`src/rtl/exec_seq_pkg.sv`:
```
// Shared core types for the execute sequencer and the shared adder.
package exec_seq_pkg;

    localparam int unsigned XLEN = 32;

    typedef enum logic [2:0] {
        ADDER_ADD = 3'd0,
        ADDER_SUB = 3'd1,
        ADDER_EQ  = 3'd2,
        ADDER_NE  = 3'd3,
        ADDER_LT  = 3'd4,
        ADDER_GE  = 3'd5,
        ADDER_LTU = 3'd6,
        ADDER_GEU = 3'd7
    } adderOp_t;

    typedef enum logic [2:0] {
        EK_ADD    = 3'd0,
        EK_SUB    = 3'd1,
        EK_SLT    = 3'd2,
        EK_SLTU   = 3'd3,
        EK_ADDR   = 3'd4,
        EK_BRANCH = 3'd5,
        EK_JAL    = 3'd6,
        EK_JALR   = 3'd7
    } execKind_t;

    typedef enum logic [1:0] {
        ST_IDLE = 2'd0,
        ST_EX1  = 2'd1,
        ST_EX2  = 2'd2,
        ST_DONE = 2'd3
    } seqState_t;

    // Latched instruction bundle captured on accept.
    typedef struct packed {
        execKind_t   kind;
        adderOp_t    cond;
        logic        use_imm;
        logic [31:0] pc;
        logic [31:0] rs1;
        logic [31:0] rs2;
        logic [31:0] imm;
    } execOp_t;

    // Second ALU operand: immediate or rs2.
    function automatic logic [31:0] op_b(input execOp_t o);
        return o.use_imm ? o.imm : o.rs2;
    endfunction

endpackage

```
`src/rtl/exec_seq_adder.sv`:
```
// Shared 32-bit combinational adder/comparator.
module adder
    import exec_seq_pkg::*;
(
    input  adderOp_t    op,
    input  logic [31:0] src_a,
    input  logic [31:0] src_b,
    output logic [31:0] result,
    output logic        cout
);

    logic [32:0] sum;
    logic [32:0] diff;
    logic        eq;
    logic        lt;
    logic        ltu;

    assign sum  = {1'b0, src_a} + {1'b0, src_b};
    assign diff = {1'b0, src_a} + {1'b0, ~src_b} + 33'd1;
    assign eq   = (src_a == src_b);
    assign lt   = ($signed(src_a) < $signed(src_b));
    assign ltu  = ~diff[32];

    // Select arithmetic result or a 0/1 compare flag.
    always_comb begin
        result = '0;
        cout   = 1'b0;
        case (op)
            ADDER_ADD: begin result = sum[31:0];  cout = sum[32];  end
            ADDER_SUB: begin result = diff[31:0]; cout = diff[32]; end
            ADDER_EQ:  result = {31'd0, eq};
            ADDER_NE:  result = {31'd0, ~eq};
            ADDER_LT:  result = {31'd0, lt};
            ADDER_GE:  result = {31'd0, ~lt};
            ADDER_LTU: result = {31'd0, ltu};
            ADDER_GEU: result = {31'd0, ~ltu};
            default:   result = '0;
        endcase
    end

endmodule

```
`src/rtl/exec_seq.sv`:
```
// Multi-cycle execute sequencer driving the single shared adder.
module exec_seq
    import exec_seq_pkg::*;
#(
    parameter int unsigned XLEN = 32
) (
    input  logic            clk,
    input  logic            rst_n,
    input  logic            flush,
    input  logic            in_valid,
    output logic            in_ready,
    input  execKind_t       in_kind,
    input  adderOp_t        in_cond,
    input  logic            in_use_imm,
    input  logic [XLEN-1:0] in_pc,
    input  logic [XLEN-1:0] in_rs1,
    input  logic [XLEN-1:0] in_rs2,
    input  logic [XLEN-1:0] in_imm,
    output logic            out_valid,
    input  logic            out_ready,
    output logic [XLEN-1:0] out_data,
    output logic            out_redirect,
    output logic [XLEN-1:0] out_target
);

    seqState_t   state_q,    state_d;
    execOp_t     op_q,       op_d;
    logic [31:0] data_q,     data_d;
    logic [31:0] target_q,   target_d;
    logic        taken_q,    taken_d;
    logic        redirect_q, redirect_d;

    adderOp_t    add_op;
    logic [31:0] add_a;
    logic [31:0] add_b;
    logic [31:0] add_res;
    logic        adder_cout_unused;

    adder u_adder (
        .op     (add_op),
        .src_a  (add_a),
        .src_b  (add_b),
        .result (add_res),
        .cout   (adder_cout_unused)
    );

    // Adder drive: pure decode of state and latched operands.
    always_comb begin
        add_op = ADDER_ADD;
        add_a  = '0;
        add_b  = '0;
        case (state_q)
            ST_EX1: begin
                case (op_q.kind)
                    EK_ADD, EK_ADDR: begin add_op = ADDER_ADD; add_a = op_q.rs1; add_b = op_b(op_q); end
                    EK_SUB:          begin add_op = ADDER_SUB; add_a = op_q.rs1; add_b = op_b(op_q); end
                    EK_SLT:          begin add_op = ADDER_LT;  add_a = op_q.rs1; add_b = op_b(op_q); end
                    EK_SLTU:         begin add_op = ADDER_LTU; add_a = op_q.rs1; add_b = op_b(op_q); end
                    EK_BRANCH:       begin add_op = op_q.cond; add_a = op_q.rs1; add_b = op_q.rs2;   end
                    default:         begin add_op = ADDER_ADD; add_a = op_q.pc;  add_b = 32'd4;      end
                endcase
            end
            ST_EX2: begin
                add_op = ADDER_ADD;
                add_a  = (op_q.kind == EK_JALR) ? op_q.rs1 : op_q.pc;
                add_b  = op_q.imm;
            end
            default: ;
        endcase
    end

    // Next-state and result-register update.
    always_comb begin
        state_d    = state_q;
        op_d       = op_q;
        data_d     = data_q;
        target_d   = target_q;
        taken_d    = taken_q;
        redirect_d = redirect_q;
        if (flush) begin
            state_d = ST_IDLE;
        end else begin
            case (state_q)
                ST_IDLE: begin
                    if (in_valid) begin
                        op_d.kind    = in_kind;
                        op_d.cond    = in_cond;
                        op_d.use_imm = in_use_imm;
                        op_d.pc      = in_pc;
                        op_d.rs1     = in_rs1;
                        op_d.rs2     = in_rs2;
                        op_d.imm     = in_imm;
                        state_d      = ST_EX1;
                    end
                end
                ST_EX1: begin
                    redirect_d = 1'b0;
                    target_d   = '0;
                    if (op_q.kind == EK_BRANCH) begin
                        data_d  = '0;
                        taken_d = add_res[0];
                        state_d = add_res[0] ? ST_EX2 : ST_DONE;
                    end else begin
                        data_d  = add_res;
                        taken_d = 1'b0;
                        state_d = (op_q.kind == EK_JAL || op_q.kind == EK_JALR) ? ST_EX2 : ST_DONE;
                    end
                end
                ST_EX2: begin
                    // JALR clears bit 0 after the add, so the low bit is dropped here.
                    target_d   = (op_q.kind == EK_JALR) ? {add_res[31:1], 1'b0} : add_res;
                    redirect_d = 1'b1;
                    state_d    = ST_DONE;
                end
                ST_DONE: begin
                    if (out_ready) state_d = ST_IDLE;
                end
                default: state_d = ST_IDLE;
            endcase
        end
    end

    // State and result registers.
    always_ff @(posedge clk or negedge rst_n) begin
        if (!rst_n) begin
            state_q    <= ST_IDLE;
            op_q       <= '0;
            data_q     <= '0;
            target_q   <= '0;
            taken_q    <= 1'b0;
            redirect_q <= 1'b0;
        end else begin
            state_q    <= state_d;
            op_q       <= op_d;
            data_q     <= data_d;
            target_q   <= target_d;
            taken_q    <= taken_d;
            redirect_q <= redirect_d;
        end
    end

    assign in_ready     = (state_q == ST_IDLE);
    assign out_valid    = (state_q == ST_DONE);
    assign out_data     = data_q;
    assign out_target   = target_q;
    assign out_redirect = redirect_q;

endmodule

```
`config.mk`:
```
export PLATFORM = sky130hd
export DESIGN_NAME = exec_seq
export DESIGN_NICKNAME = d
export VERILOG_FILES = /design/src/rtl/exec_seq_pkg.sv /design/src/rtl/exec_seq_adder.sv /design/src/rtl/exec_seq.sv
export SDC_FILE = /design/constraint.sdc
export NUM_CORES = 1
export LEC_CHECK = 0
export ABC_AREA = 1
export CAP_MARGIN = 5
export CORE_ASPECT_RATIO = 1.75
export CORE_MARGIN = 10
export CORE_UTILIZATION = 48
export DETAILED_ROUTE_END_ITERATION = 10
export PLACE_DENSITY = 0.73
export SLEW_MARGIN = 15
export SYNTH_ARGS = -nofsm -noshare
export SYNTH_HDL_FRONTEND = slang
export SYNTH_SLANG_ARGS = --single-unit
```
`constraint.sdc`:
```
create_clock -name clk -period 3.4 [get_ports clk]
set_input_delay 0.34 -clock clk [delete_from_list [all_inputs] [get_ports clk]]
set_output_delay 0.34 -clock clk [all_outputs]
set_load 0.01 [all_outputs]
```
# After elaboration in Yosys (flattened, before gate mapping)
# Index checks and enable logic that the tools add are counted.
dict set report classes {
  addsub 3
  magnitude_cmp 1
  eq_ne 20
  mux 20
  bitwise_logic 5
  reduce_logical 11
}
# op count
set ops {}
lappend ops {{32-bit one-hot mux with 2 select lines} 4}
lappend ops {{32-bit one-hot mux with 8 select lines} 1}
lappend ops {{32-bit 2-to-1 mux} 4}
lappend ops {{32-bit by 32-bit adder with 33-bit output} 1}
lappend ops {{33-bit by 1-bit adder with 33-bit output (second input constant)} 1}
lappend ops {{32-bit adder} 1}
lappend ops {{32-bit == test} 1}
lappend ops {{32-bit less-than comparator} 1}
lappend ops {{32-bit inverter} 1}
lappend ops {{3-bit == test (second input constant)} 8}
lappend ops {{3-bit by 2-bit == test with 1-bit output (second input constant)} 4}
lappend ops {{3-bit one-hot mux with 4 select lines} 1}
lappend ops {{2-bit one-hot mux with 4 select lines} 1}
lappend ops {{3-bit by 1-bit == test with 1-bit output (second input constant)} 2}
lappend ops {{3-bit zero test} 2}
lappend ops {{2-bit 2-to-1 mux} 3}
lappend ops {{2-bit AND reduction} 3}
lappend ops {{6-bit OR reduction} 1}
lappend ops {{5-bit OR reduction} 1}
lappend ops {{2-bit == test (second input constant)} 2}
lappend ops {{1-bit 2-to-1 mux} 4}
lappend ops {{1-bit inverter} 4}
lappend ops {{3-bit 2-to-1 mux} 1}
lappend ops {{3-bit by 2-bit inequality test with 1-bit output (second input constant)} 1}
lappend ops {{other kinds (7)} 7}
dict set report totals {
  register_bits 202
  input_bits 140
  out_inout_bits 67
  wordCells 71
}

# Logic depth before layout (Yosys ltp)
# Gate-level depths: netlist of run 1.
dict set report depth {
  ltp_word 13
  mapped_depth 29
  depth_no_buf 26
}

# Modules after synthesis
# From an unflattened synthesis of run 1, not the netlist that was laid out.
dict set report unflattened {
  cells_unflattened 2195
  area_unflattened_um2 15028.2
}
# mod n_inst cells_per_inst area_each_um2 seq_area_each_um2
set modules_own_cells {}
lappend modules_own_cells {exec_seq 1 1282 10227.3 5054.8}
lappend modules_own_cells {adder 1 913 4800.9 0.0}

# Worst setup path before layout of run 1
# OpenSTA, ideal clock, no wires.
dict set report synth_timing {
  path_kind {register to register}
  from {register state_q[1]}
  to {register target_q[22] (netlist: out_target[22])}
  setup_time_ns 0.117
  arrival_ns 3.401
  required_time_ns 3.283
  slack_ns -0.118
  stages_incl_launch_ff 26
  path_buffers 2
  period_less_slack_ns 3.518
  path_cell_list {dfrtp_1 > inv_1 > ha_1 > buf_4 > inv_2 > nor2_1 > a31oi_1 > inv_1 > clkbuf_1 > a22oi_1 > nor2_1 > ha_1 > inv_1 > fa_1 > nand3_1 > nand3_1 > a21oi_1 > o21ai_2 > a21oi_1 > inv_1 > nand2_1 > nand3_1 > nand3_1 > nand2_1 > nand2_1 > nand2_1}
}
dict set report synth_via {
  elab_chain_len 7
  word_cells_on_any_way 21
  cone_classes {add/sub (3); eq/ne (9); mux (5); bitwise (1); reduce/logical (3)}
}
# item line_no
set synth_rtl {}
lappend synth_rtl {{start, declared} exec_seq.sv:26} ;# seqState_t state_q, state_d;
lappend synth_rtl {{start signal, assigned} exec_seq.sv:133} ;# state_q <= state_d;
lappend synth_rtl {{2-bit == test / 2-bit by 1-bit == test with 1-bit output (equally long branches)} {exec_seq.sv:52, exec_seq.sv:83}}
lappend synth_rtl {{32-bit one-hot mux with 2 select lines} exec_seq.sv:52} ;# case (state_q)
lappend synth_rtl {{32-bit inverter} exec_seq_adder.sv:19} ;# assign diff = {1'b0, src_a} + {1'b0, ~src_b} + 33'd1;
lappend synth_rtl {{32-bit by 32-bit adder with 33-bit output} exec_seq_adder.sv:19}
lappend synth_rtl {{33-bit by 1-bit adder with 33-bit output} exec_seq_adder.sv:19}
lappend synth_rtl {{32-bit one-hot mux with 8 select lines} exec_seq_adder.sv:28} ;# case (op)
lappend synth_rtl {{32-bit one-hot mux with 2 select lines} exec_seq.sv:83} ;# case (state_q)
lappend synth_rtl {{end signal, assigned} exec_seq.sv:136} ;# target_q <= target_d;
lappend synth_rtl {{end, declared} exec_seq.sv:29} ;# logic [31:0] target_q, target_d;
# Several ways; a longest one is shown, not always the timed one.
# A chain may end at the register's enable or synchronous reset.

# Worst setup path after layout of run 1
dict set report layout_timing {
  from {register state_q[1]}
  to {register target_q[24] (netlist: out_target[24])}
}
# Same word-level chain as after synthesis.

==> metrics.cfg, run 1 <==
[clock_network]
numClockSinks = 202
cts-root-buf = clkbuf_16
clkLatencyLatePin_ns = 0.53
clk_pin_slew_ns = 0.07
cts_max_level = 1
cts_buffers = 20
clockBufferDepth = 3
cts_tree = yes

[logic_synthesis]
synth_largest_area_cell = dfrtp_1
ys_types = 56
syn-instance-count = 1768
seq_area_frac_synth_pct = 36.9
synth.avg_cell_area_um2 = 7.75
synth_area_mm2 = 0.0137
yosysWarnings = 0
synth_fp_nets = 1978
yosys_register_bits = 202
synthTopCellsByArea = dfrtp_1 (37%), nand2_1 (9.6%), a21oi_1 (8.2%)
yosysTopAreaCellShare_pct = 36.9
synth_ff_type = dfrtp_1
synth_edf_count = 0
synth_async_sr_flop_share_pct = 100

[die]
start_util_pct = 48.8
fp.dieW_um = 148
coreArea_mm2 = 0.0281
fp-row-count = 81
ioPinCount = 207
die-area_mm2 = 0.0360
die_h_um = 244

[global_routing]
grt_pass1_vias = 14841
grtUsageTotal_pct = 28.7
grt_max_degree = 74
grt_pass1_wl_um = 81600
overflow = 0
antenna_found_initial = 1

[outcome]
status = finished with violations
violations = negative setup slack

[sta]
fmax_ghz = 0.286
post-route-period-util_pct = 103
worst_slew_margin_rel_pct = 61.3
rsz0062_at_grt = true
worst_pin_slew_ns = 0.580
setup_ws_ns = -0.0989
drv_slew = 0
finalSetupViolations = 16
skew_ns = 0.00819
finalCriticalPeriod_ns = 3.50
hold_viol = 0

[layout]
fin_area_mm2 = 0.0207
layout_commonest_cell = buf_4
final_cell_mix = buf_4 (347), nand2_1 (301), clkdlybuf4s50_1 (205)
fillers = 2216
areaGrowthSynthToFinish_pct = 50.9
drive_above_1_share_pct = 34.4
fin_nets = 2488

[drt]
drt_wl_total_um = 54700
vias = 14652
post_drt_wl_per_cell_um = 20.5
dr.pass1.iters = 5
drc = 0
drt_iter0_drc = 899
via_per_inst = 5.50
ant_nets = 0

[min_path]
holdPathEnd = op_q[73]$_DFFE_PN0P_
min_from = in_rs1[9]
hold_path.class = input pin to flop
holdPathStages = 3

[critical_path]
cpMaxStageDelayCell = dfrtp_1
worstPathArrival_ns = 3.92
crit_type = flop to flop
worstPathCellList = inv_2 > ha_4 > inv_4 > nor2_4 > inv_2 > a21oi_4 > buf_6 > buf_6 > a22o_1 > nand2_2 > ha_4 > nand2_2 > buf_4 > nor3_4 > nand2_1 > nand2_4 > a21oi_4 > buf_4 > or2_2 > nand3_1 > o21ai_2 > nand2_1 > nand2_1
end_kind = flop
critPathRequiredTime_ns = 3.82
critPathMaxFanout = 6
timing.rr.end = out_target[24]$_DFFE_PN0P_
critPathMaxStageDelay_ns = 0.39
startpoint_type = flop
critPathTopFamily = simple AND/OR/NAND/NOR gates
crit_buf_inv = 7
rr_worst_depth = 23
r2r_start = state_q[1]$_DFFE_PN0P_
cp_common_cell = nand2_1
rrSetupSlack_ns = -0.1

[place]
placed_cell_area_mm2 = 0.0183
dp_hpwl_um = 42300
portBuffers = 206
gp_congestion = 1.04

[flow_run]
cap_violations = 0

[sequential cells by signal, summed over array words and instances, names as in the netlist]
register,count
out_redirect,1
out_data,32
state_q,2
op_q,135
out_target,32
[layer usage]
metal,global-route usage [%],wire (um),up-vias
li1,-,-,6947
met2,53.6,29400,538
met1,30.2,19400,7004
met3,3.41,2610,163
met4,15.7,3330,0
met5,0,0,-
[per-stage QoR]
step                cells  setup slack, ns  hold WS, ns  util, %  TNS [ns]
finish               2666          -0.0989        0.394     73.6    -0.750
global route         2666           -0.250        0.403     73.6     -7.42
CTS                  2626         -0.00299        0.389     69.9  -0.00299
detailed placement   2576           -0.483        0.388     65.1    -13.96
global placement     2576           -0.397        0.386     65.1     -9.41
floorplan            1768          0.00400       0.0444        -         0
[worst max path at each step]
stage	depth (start not counted)	to	start	slack (ns)
after CTS	22	out_target[26]$_DFFE_PN0P_	op_q[134]$_DFFE_PN0P_	-0.003
after global placement	25	out_target[28]$_DFFE_PN0P_	state_q[1]$_DFFE_PN0P_	-0.40
after floorplan	28	state_q[0]$_DFFE_PN0P_	state_q[1]$_DFFE_PN0P_	0.004
after global routing	23	out_data[24]$_DFFE_PN0P_	state_q[1]$_DFFE_PN0P_	-0.25
final	23	out_target[24]$_DFFE_PN0P_	state_q[1]$_DFFE_PN0P_	-0.1
after detailed placement	25	out_data[28]$_DFFE_PN0P_	state_q[1]$_DFFE_PN0P_	-0.48
[cell type report]
type | count | area [um2] | area share [%]
timing repair buffer | 574 | 4990 | 24.1
clock buffer | 32 | 647 | 3.13
inverter | 208 | 801 | 3.87
sequential | 202 | 5060 | 24.5
tap | 373 | 467 | 2.26
clock inverter | 4 | 48.8 | 0.236
multi-input combinational | 1272 | 8660 | 41.9
antenna | 1 | 2.50 | 0.0121
[cell usage after synthesis (9+ instances only)]
| cell type | number |
|---|---|
| nand2_2 | 9 |
| buf_2 | 20 |
| a21oi_2 | 9 |
| nand2_1 | 350 |
| inv_1 | 191 |
| o21ai_1 | 30 |
| buf_4 | 9 |
| clkbuf_1 | 44 |
| dfrtp_1 | 202 |
| inv_2 | 15 |
| a21oi_1 | 225 |
| nand4_1 | 18 |
| nor2_1 | 134 |
| o21ai_0 | 127 |
| a31oi_1 | 12 |
| ha_1 | 68 |
| o21bai_1 | 10 |
| nand3_1 | 65 |
| mux2_2 | 100 |
| a22o_1 | 38 |
[logic make-up after synthesis]
family          Yosys count  share of synthesized area, %
compound gates          487                          20.5
xor+xnor                  6                         0.383
fa+ha+maj                70                          6.50
buf+inv                 294                          8.83
flops                   202                          36.9
mux                     100                          8.22
simple gates            609                          18.7
[tightest hold or removal path, cell delays in order]
cell	delay [ns]
clkdlybuf4s50_1	0.40
nor2_1	0.10
a21oi_1	0.04
[timing repair]
item / CTS / global route
cloned: 0 / 2
hold endpoints to repair: 67 / 0
hold buffers: 1 / 0
buffers inserted: 13 / 39
resized for setup: 125 / 214
pin swaps: 25 / 71
setup endpoints to repair: 59 / 57
Power of run 1 is not shown: default switching activity piles up to over one toggle a cycle in this logic, so the estimate is an artifact.
==> inputs of run 2 (changes only) <==
Settings changed: CTS_BUF_LIST set to sky130_fd_sc_hd__clkbuf_2 sky130_fd_sc_hd__clkbuf_4 sky130_fd_sc_hd__clkbuf_8.
==> run 2 against run 1 <==
Routed wire length fell by 2.1%. Sequential cell count unchanged. Utilization increased by 0.067 points. The flow still finishes with violations (negative setup slack). Register-to-register slack improved by 0.02 ns. Die area unchanged. Critical endpoint is now out_target[28]$_DFFE_PN0P_.
==> metrics.cfg, run 2 (synthesis gave the netlist of run 1 again) <==
[outcome]
status = finished with violations
violations = negative setup slack

[critical_path]
end_kind = flop
critPathMaxFanout = 5  ; -1
startpoint_type = flop
critPathRequiredTime_ns = 3.92  ; +0.10 ns
worstPathArrival_ns = 4.00  ; +0.08 ns
crit_type = flop to flop

[layout]
final_cell_mix = buf_4 (338), nand2_1 (302), clkdlybuf4s50_1 (205)
drive_above_1_share_pct = 35.0  ; +0.60 points
fin_nets = 2495  ; +0.28%
regArea_mm2 = 0.00506  ; unchanged
multi_input_area_mm2 = 0.00870  ; +0.43%
fillers = 2222  ; +0.27%
final_core_util_pct = 73.7  ; about the same
largest_reg_flops = 135  ; unchanged
layout_commonest_cell = buf_4
top_register = op_q
fin_cells = 2682  ; +0.60%
areaGrowthSynthToFinish_pct = 51.0  ; about the same

[sta]
post-route-period-util_pct = 102  ; -0.59 points
hold_viol = 0  ; unchanged
drv_slew = 0  ; unchanged
worst_slew_margin_rel_pct = 61.4  ; +0.094 points
worst_pin_slew_ns = 0.579  ; -0.00142 ns
finalSetupViolations = 16  ; unchanged
finalCriticalPeriod_ns = 3.48  ; -0.0199 ns
rsz0062_at_grt = true
fmax_ghz = 0.287  ; +0.57%
setup_ws_ns = -0.0790  ; +0.0199 ns
skew_ns = 0.0250  ; +0.0168 ns

[place]
portBuffers = 206  ; unchanged
gp_congestion = 1.04  ; unchanged
place_inst = 2576  ; unchanged
dp_hpwl_um = 42300  ; unchanged

[drt]
dr.pass1.iters = 6  ; +1
ant_nets = 0  ; unchanged
drc = 0  ; unchanged
drt_wl_total_um = 53600  ; -2.1%
vias = 14574  ; -0.53%
via_per_inst = 5.43  ; -1.1%
drt_iter0_drc = 842  ; -6.3%
post_drt_wl_per_cell_um = 20.0  ; -2.6%

[die]
die-area_mm2 = 0.0360  ; unchanged
die_h_um = 244  ; unchanged
start_util_pct = 48.8  ; unchanged
fp.dieW_um = 148  ; unchanged
coreArea_mm2 = 0.0281  ; unchanged
fp-row-count = 81  ; unchanged
ioPinCount = 207  ; unchanged

[flow_run]
cap_violations = 0  ; unchanged

[clock_network]
clockBufferDepth = 3  ; unchanged
numClockSinks = 202  ; unchanged
cts_max_level = 1  ; unchanged
cts-root-buf = clkbuf_8
cts_buffers = 30  ; +50%
cts_tree = yes
clkLatencyLatePin_ns = 0.62  ; +0.09 ns
clk_pin_slew_ns = 0.08  ; about the same

[global_routing]
grt_pass1_wl_um = 81100  ; -0.63%
antenna_found_initial = 2  ; +1
overflow = 0  ; unchanged
grtUsageTotal_pct = 28.4  ; -0.23 points
grt_pass1_vias = 14844  ; +0.020%
grt_max_degree = 74  ; unchanged

[min_path]
hold_path.class = input pin to flop

run 2: final timing paths:
check / depth (start not counted) / from / slack [ns] / to
max in group asynchronous: 3 / rst_n / 2.26 / out_target[22]$_DFFE_PN0P_
min: 3 / in_rs1[24] / 0.31 / op_q[88]$_DFFE_PN0P_
min reg2reg: 2 / out_target[12]$_DFFE_PN0P_ / 0.48 / out_target[12]$_DFFE_PN0P_
min in group asynchronous: 2 / rst_n / 0.32 / op_q[48]$_DFFE_PN0P_
max reg2reg: 24 / state_q[1]$_DFFE_PN0P_ / -0.08 / out_target[28]$_DFFE_PN0P_
max: 24 / state_q[1]$_DFFE_PN0P_ / -0.08 / out_target[28]$_DFFE_PN0P_
run 2: routing by layer:
layer	routed length (um)	GRT usage (%)	vias to the layer above
met5	0	0	-
met4	3330	15.9	0
met3	2420	3.49	167
met2	28500	53.2	535
met1	19300	29.7	6917
li1	-	-	6955
run 2: cell type report:
type / instances / area share, %
Multi-Input combinational cell: 1272 / 42.1
Sequential cell: 202 / 24.4
Timing Repair Buffer: 571 / 24.0
Inverter: 208 / 3.88
Clock buffer: 44 / 2.75
Tap cell: 373 / 2.26
Clock inverter: 10 / 0.617
Antenna cell: 2 / 0.0242
run 2: worst max-delay path, cell delays in order, from the launching register on:
cell and delay, ns:
dfrtp_1 0.39, inv_2 0.08, ha_4 0.15, inv_4 0.04
nor2_4 0.12, inv_2 0.07, a21oi_4 0.17, buf_6 0.15
a22oi_2 0.08, nor2_2 0.12, ha_2 0.20, inv_2 0.04
fa_2 0.42, o21ai_4 0.19, nand2_2 0.09, nand2_4 0.12
a21boi_4 0.08, buf_6 0.12, o21ai_4 0.21, buf_6 0.14
nand2_4 0.05, nand4_1 0.11, nand3_2 0.11, nand3_1 0.10
nand2_1 0.05
run 2: repair_timing:
action | in CTS | in global routing
buffers inserted | 17 | 31
pin swaps | 34 | 74
setup endpoints to repair | 59 | 59
gates cloned | 1 | 1
endpoints found under the hold margin | 67 | 0
hold buffers | 1 | 0
resized for setup | 125 | 218
run 2: per-stage QoR:
step / TNS, ns / area [um2] / hold WS, ns / worst slack [ns]
after floorplan: 0 / 13700 / 0.0444 / 0.00400
after global placement: -9.41 / 18300 / 0.386 / -0.397
after detailed placement: -13.96 / 18300 / 0.388 / -0.483
after CTS: -0.237 / 19700 / 0.276 / -0.0451
after global routing: -5.85 / 20700 / 0.310 / -0.216
final: -0.474 / 20700 / 0.311 / -0.0790
Power of run 2 is left out for the same reason.
==> inputs of run 3 (changes only) <==
Settings changed: ABC_AREA 1 to unset.
==> run 3 against run 2 <==
The run still ends with negative setup slack left. Sequential cell count stayed put. Hold slack better by 0.021 ns. Global-route usage fell by 2.5 points. Cell area about the same. Clock skew decreased by 0.0074 ns. Worst setup slack worse by 0.52 ns.
==> metrics.cfg, run 3 <==
[logic_synthesis]
synth_largest_area_cell = dfrtp_1
yosys_register_bits = 202  ; unchanged
syn-instance-count = 1358  ; -23%
synthTopCellsByArea = dfrtp_1 (38%), mux2_2 (14%), ha_1 (6.5%)
synth.avg_cell_area_um2 = 9.71  ; +25%
seq_area_frac_synth_pct = 38.3  ; +1.5 points
synth_async_sr_flop_share_pct = 100  ; unchanged
yosysTopAreaCellShare_pct = 38.3  ; +1.5 points
ys_types = 81  ; +45%
synth_fp_nets = 1568  ; -21%
synth_ff_type = dfrtp_1
yosysMostFrequentCell = dfrtp_1
netlist_top_cells_count = dfrtp_1 (202), mux2_2 (166), nand2_1 (149)
synth_area_mm2 = 0.0132  ; -3.8%
yosysWarnings = 0  ; unchanged
synth_edf_count = 0  ; unchanged

[sta]
setup_ws_ns = -0.598  ; -0.519 ns
rsz0062_at_grt = true
worst_pin_slew_ns = 0.769  ; +0.190 ns
hold_viol = 0  ; unchanged
worst_slew_margin_rel_pct = 48.5  ; -13 points
skew_ns = 0.0176  ; -0.00738 ns
post-route-period-util_pct = 118  ; +15 points
tns_ns = -21.58  ; -21.10 ns
finalCriticalPeriod_ns = 4.00  ; +0.519 ns
fmax_ghz = 0.250  ; -13%
drv_slew = 0  ; unchanged
holdWs_ns = 0.332  ; +0.0209 ns
finalSetupViolations = 55  ; +39

[layout]
fin_area_mm2 = 0.0207  ; about the same
areaGrowthSynthToFinish_pct = 56.9
largest_reg_flops = 135  ; unchanged
layout_commonest_cell = buf_4
fillers = 1844  ; -17%
multi_input_area_mm2 = 0.00895  ; +2.9%
final_cell_mix = buf_4 (310), clkdlybuf4s50_1 (205), dfrtp_1 (198)
final_core_util_pct = 76.0  ; +2.2 points
fin_cells = 2272  ; -15%
fin_nets = 2097  ; -16%
top_register = op_q
drive_above_1_share_pct = 43.1  ; +8.2 points
diodes = 0  ; -2
regArea_mm2 = 0.00506  ; about the same

[clock_network]
clkLatencyLatePin_ns = 0.59  ; -0.03 ns
clk_pin_slew_ns = 0.06  ; -0.02 ns
cts_buffers = 30  ; unchanged
cts_tree = yes
cts_max_level = 1  ; unchanged
clockBufferDepth = 3  ; unchanged
cts-root-buf = clkbuf_8
numClockSinks = 202  ; unchanged

[drt]
vias = 12864  ; -12%
drc = 0  ; unchanged
ant_nets = 0  ; unchanged
dr.pass1.iters = 5  ; -1
post_drt_wl_per_cell_um = 21.0  ; +5.3%
via_per_inst = 5.66  ; +4.2%
drt_wl_total_um = 47800  ; -11%
drt_iter0_drc = 554  ; -34%

[flow_run]
cap_violations = 0  ; unchanged

[global_routing]
grt_max_degree = 136  ; +84%
grt_pass1_vias = 13801  ; -7.0%
antenna_found_initial = 0  ; -2
use_met3_pct = 3.82  ; +0.33 points
met2_usage_pct = 49.8  ; -3.4 points
use_met1_pct = 26.1  ; -3.6 points
grt_pass1_wl_um = 73100  ; -9.8%
grtUsageTotal_pct = 25.9  ; -2.5 points
grt.busiest_layer = met2
overflow = 0  ; unchanged

[critical_path]
end_kind = flop
critPathRequiredTime_ns = 3.88  ; -0.04 ns
cp_common_cell = buf_4
rrSetupSlack_ns = -0.60  ; -0.52 ns
startpoint_type = flop
worstPathCellList = o21ai_1 > nand3_2 > nand2_2 > buf_4 > buf_4 > a22o_1 > nand2_2 > buf_4 > fa_2 > o21bai_4 > o2111ai_4 > a2111oi_4 > o31ai_4 > a21oi_4 > a31oi_1 > xnor2_1 > a22oi_1 > o21ai_1
critPathMaxFanout = 8  ; +3
crit_type = flop to flop
critPathMaxStageDelay_ns = 0.49  ; +0.07 ns
cpMaxStageDelayCell = dfrtp_2
worstPathArrival_ns = 4.47  ; +0.47 ns

[pwr]
p_total_mw = 23.5
ir_worst_vdd_v = 0.000759
p_leak_nw = 9.61
powerDensity_mw_per_mm2 = 1140

[die]
fp-row-count = 80  ; -1.2%
die-area_mm2 = 0.0348  ; -3.4%
start_util_pct = 48.4  ; -0.39 points
coreArea_mm2 = 0.0272  ; -3.0%
fp.dieW_um = 145  ; -1.7%
die_h_um = 239  ; -1.8%
ioPinCount = 207  ; unchanged

[place]
place_inst = 2161  ; -16%
placed_cell_area_mm2 = 0.0180  ; -1.5%
gp_congestion = 0.953  ; -8.2%
post-place-ws_ns = -0.921  ; -0.438 ns
dp_hpwl_um = 36000  ; -15%
portBuffers = 206  ; unchanged

[outcome]
status = finished with violations
violations = negative setup slack

[min_path]
hold_path.class = input pin to async pin

[run 3: cell types whose count changed in the layout (fill, tap and decap cells not counted), moves of 25 or more]
cell	delta
buf_4	-28
mux2_2	+62
a21oi_1	-121
inv_1	-119
buf_6	+25
nor2_1	-63
nand2_2	-30
a21oi_2	-37
o21ai_0	-49
mux2i_1	+36
nand2_1	-180
nand3_1	-40
[run 3: cells by family after synthesis]
| kind of cell | share of synthesized area [%] |
|---|---|
| xor gates and xnor gates | 2.13 |
| DFF | 38.3 |
| buffers and inverters | 4.57 |
| and+or+nand+nor | 12.1 |
| AOI/OAI and AO/OA | 19.1 |
| adders and majority gates | 6.76 |
| muxes | 17.0 |
[run 3: routing by layer]
layer  wire length, um  share of wire, %
met2             26200                55
met5                 0                 0
met1             16800                35
met3              1870               3.9
met4              2940               6.2
[run 3: what timing repair did]
action | CTS | global route
resized for setup | 248 | 101
endpoints found under the hold margin | 202 | 0
hold buffers | 1 | 0
gates cloned | 1 | 0
pin swaps | 149 | 98
buffers inserted | 44 | 24
endpoints found under the setup margin | 55 | 57
[run 3: area by class of cell]
class / count / share of cell area, %
clock inverters: 7 / 0.309
clock buffers: 41 / 2.61
well taps: 369 / 2.23
flip-flops and latches: 202 / 24.5
repair buffers: 584 / 25.9
multi-input cells: 1003 / 43.3
inverters: 66 / 1.21
[run 3: power breakdown]
group | switching, mW | internal, mW | total [mW]
logic | 8.25 | 9.09 | 17.3
registers | 0.738 | 3.41 | 4.15
clock network | 0.930 | 1.09 | 2.02
[run 3: final timing paths]
check	from	to	cells past startpoint
max in group asynchronous	rst_n	op_q[132]$_DFFE_PN0P_	3
min reg2reg	out_data[6]$_DFFE_PN0P_	out_data[6]$_DFFE_PN0P_	2
min in group clk	in_rs1[21]	op_q[85]$_DFFE_PN0P_	2
max reg2reg	op_q[133]$_DFFE_PN0P_	out_data[30]$_DFFE_PN0P_	18
min	rst_n	op_q[13]$_DFFE_PN0P_	3
max	op_q[133]$_DFFE_PN0P_	out_data[30]$_DFFE_PN0P_	18
[run 3: critical path, delay by kind of cell (launching register included)]
kind,cells,cell delay (ns)
flip-flops,1,0.49
buffers and inverters,3,0.44
AO/OA/AOI/OAI,10,2.11
adder cells (fa/ha/maj),1,0.38
XOR/XNOR,1,0.14
AND/OR/NAND/NOR,3,0.30
(Power assumes the default switching activity.)
==> RTL edit, RTL diff (flow settings as in run 1) <==
Put one more register stage on the output `out_redirect`, with the module's reset. The value now appears one clock later. The other outputs are not delayed to match.
--- a/src/rtl/exec_seq.sv
+++ b/src/rtl/exec_seq.sv
@@ -143,7 +143,13 @@
     assign out_valid    = (state_q == ST_DONE);
     assign out_data     = data_q;
     assign out_target   = target_q;
-    assign out_redirect = redirect_q;
+    always_ff @(posedge clk or negedge rst_n) begin
+        if (!rst_n) begin
+            out_redirect <= '0;
+        end else begin
+            out_redirect <= redirect_q;
+        end
+    end
 
 endmodule
 
Formal check against the unedited RTL: not equivalent (Yosys sat finds a counterexample within 4 cycles, from zero or initial values and one cycle with rst_n low).
==> RTL edit against run 1 <==
- the run still ends with negative setup slack left
- sequential cell count increased by 1
- critical path depth decreased by 4
- area after synthesis decreased by 0.21%
- setup slack better by 0.063 ns
- utilization up 1.4 points
- design area grew 1.9%
- wire length down 1.7%
- sequential share of layout area is 0.33 points lower
- first-iteration DRC count down 5.6%
- non-clock buffer count down 7
- die area down 0.19%
Power is left out: the tool's default activity adds up to more than one toggle a clock period on the data nets, which glitch-free logic cannot reach.
==> RTL edit: results (changes against run 1) <==
Status
  – Outcome: finished, violations left
  – Failing checks: negative setup slack

Timing
  – Final worst slack: -0.03564 ns (+0.06330 ns)
  – # setup viols final: 7 (-9)
  – Clock skew: 0.02669 ns (+0.01851 ns)

Logic synthesis
  – Multiplexer area fraction after synthesis: 0.08235 (+0.0001729)
  – Syn Inst Count: 1,762 (-0.34%)
  – Post-Syn Nets: 1,972 (-0.30%)
  – Post-Synth Adder-Cell Area: 0.06515 (+0.0001368)
  – Unique masters post-synth: 51 (-8.9%)
  – Synth top cells by count: 343 x nand2_1, 226 x a21oi_1, 203 x dfrtp_1
  – Complex-gate fraction of the synthesized area: 0.2040 (-0.0004846)

Detailed routing
  – Wire per inst: 20.25 um (-1.3%)
  – DR WL met3: 2511 um (-3.9%)

Global routing
  – GRT Total Usage: 0.2845 (-0.002087)
  – Met2 usage: 0.5279 (-0.007983)
  – First-pass GRT wire length: 81,610 um (about the same)
  – Pin count of the biggest net entering global routing: 91 (+23%)

Cells and area
  – Layout cells sized above 1: 0.3729 (+0.02911)
  – # fillers: 2,098 (-5.3%)

Critical path
  – Critical path's largest stage delay: 0.41 ns (+0.02 ns)
  – FF-to-FF path depth: 19 (-17%)
  – Capturing point of the worst reg2reg path: state_q[0]

Worst hold path
  – Hold depth: 0 (-3)
  – Hold EP: out_redirect

Placed design
  – Area after DPL: 0.01828 sq mm (about the same)
  – Gpl congestion: 0.9793 (-5.7%)
## RTL edit: cell type report
| cell class | count | area [sq um] | share of cell area |
|---|---|---|---|
| Clock buffer | 26 | 584.3 | 0.02774 |
| Clock inverter | 10 | 132.6 | 0.006297 |
| Inverter | 203 | 767.0 | 0.03642 |
| Multi-Input combinational cell | 1273 | 9009 | 0.4277 |
| Sequential cell | 203 | 5081 | 0.2413 |
| Tap cell | 373 | 466.7 | 0.02216 |
| Timing Repair Buffer | 567 | 5021 | 0.2384 |
## RTL edit: repair_timing
item,CTS,global route
endpoints found under the hold margin,52,0
pin swaps,27,79
cloned,1,1
buffers inserted,19,30
hold buffers,1,0
gates resized for setup,190,232
endpoints found under the setup margin,59,60
## RTL edit: worst max-delay path by stage
stage	endpoint	slack (ns)
after floorplan	out_data[28]	0.05
after global placement	out_data[28]	-0.44
after detailed placement	out_data[28]	-0.51
after CTS	out_target[27]	-0.01
after global routing	out_target[27]	-0.21
final	state_q[0]	-0.04
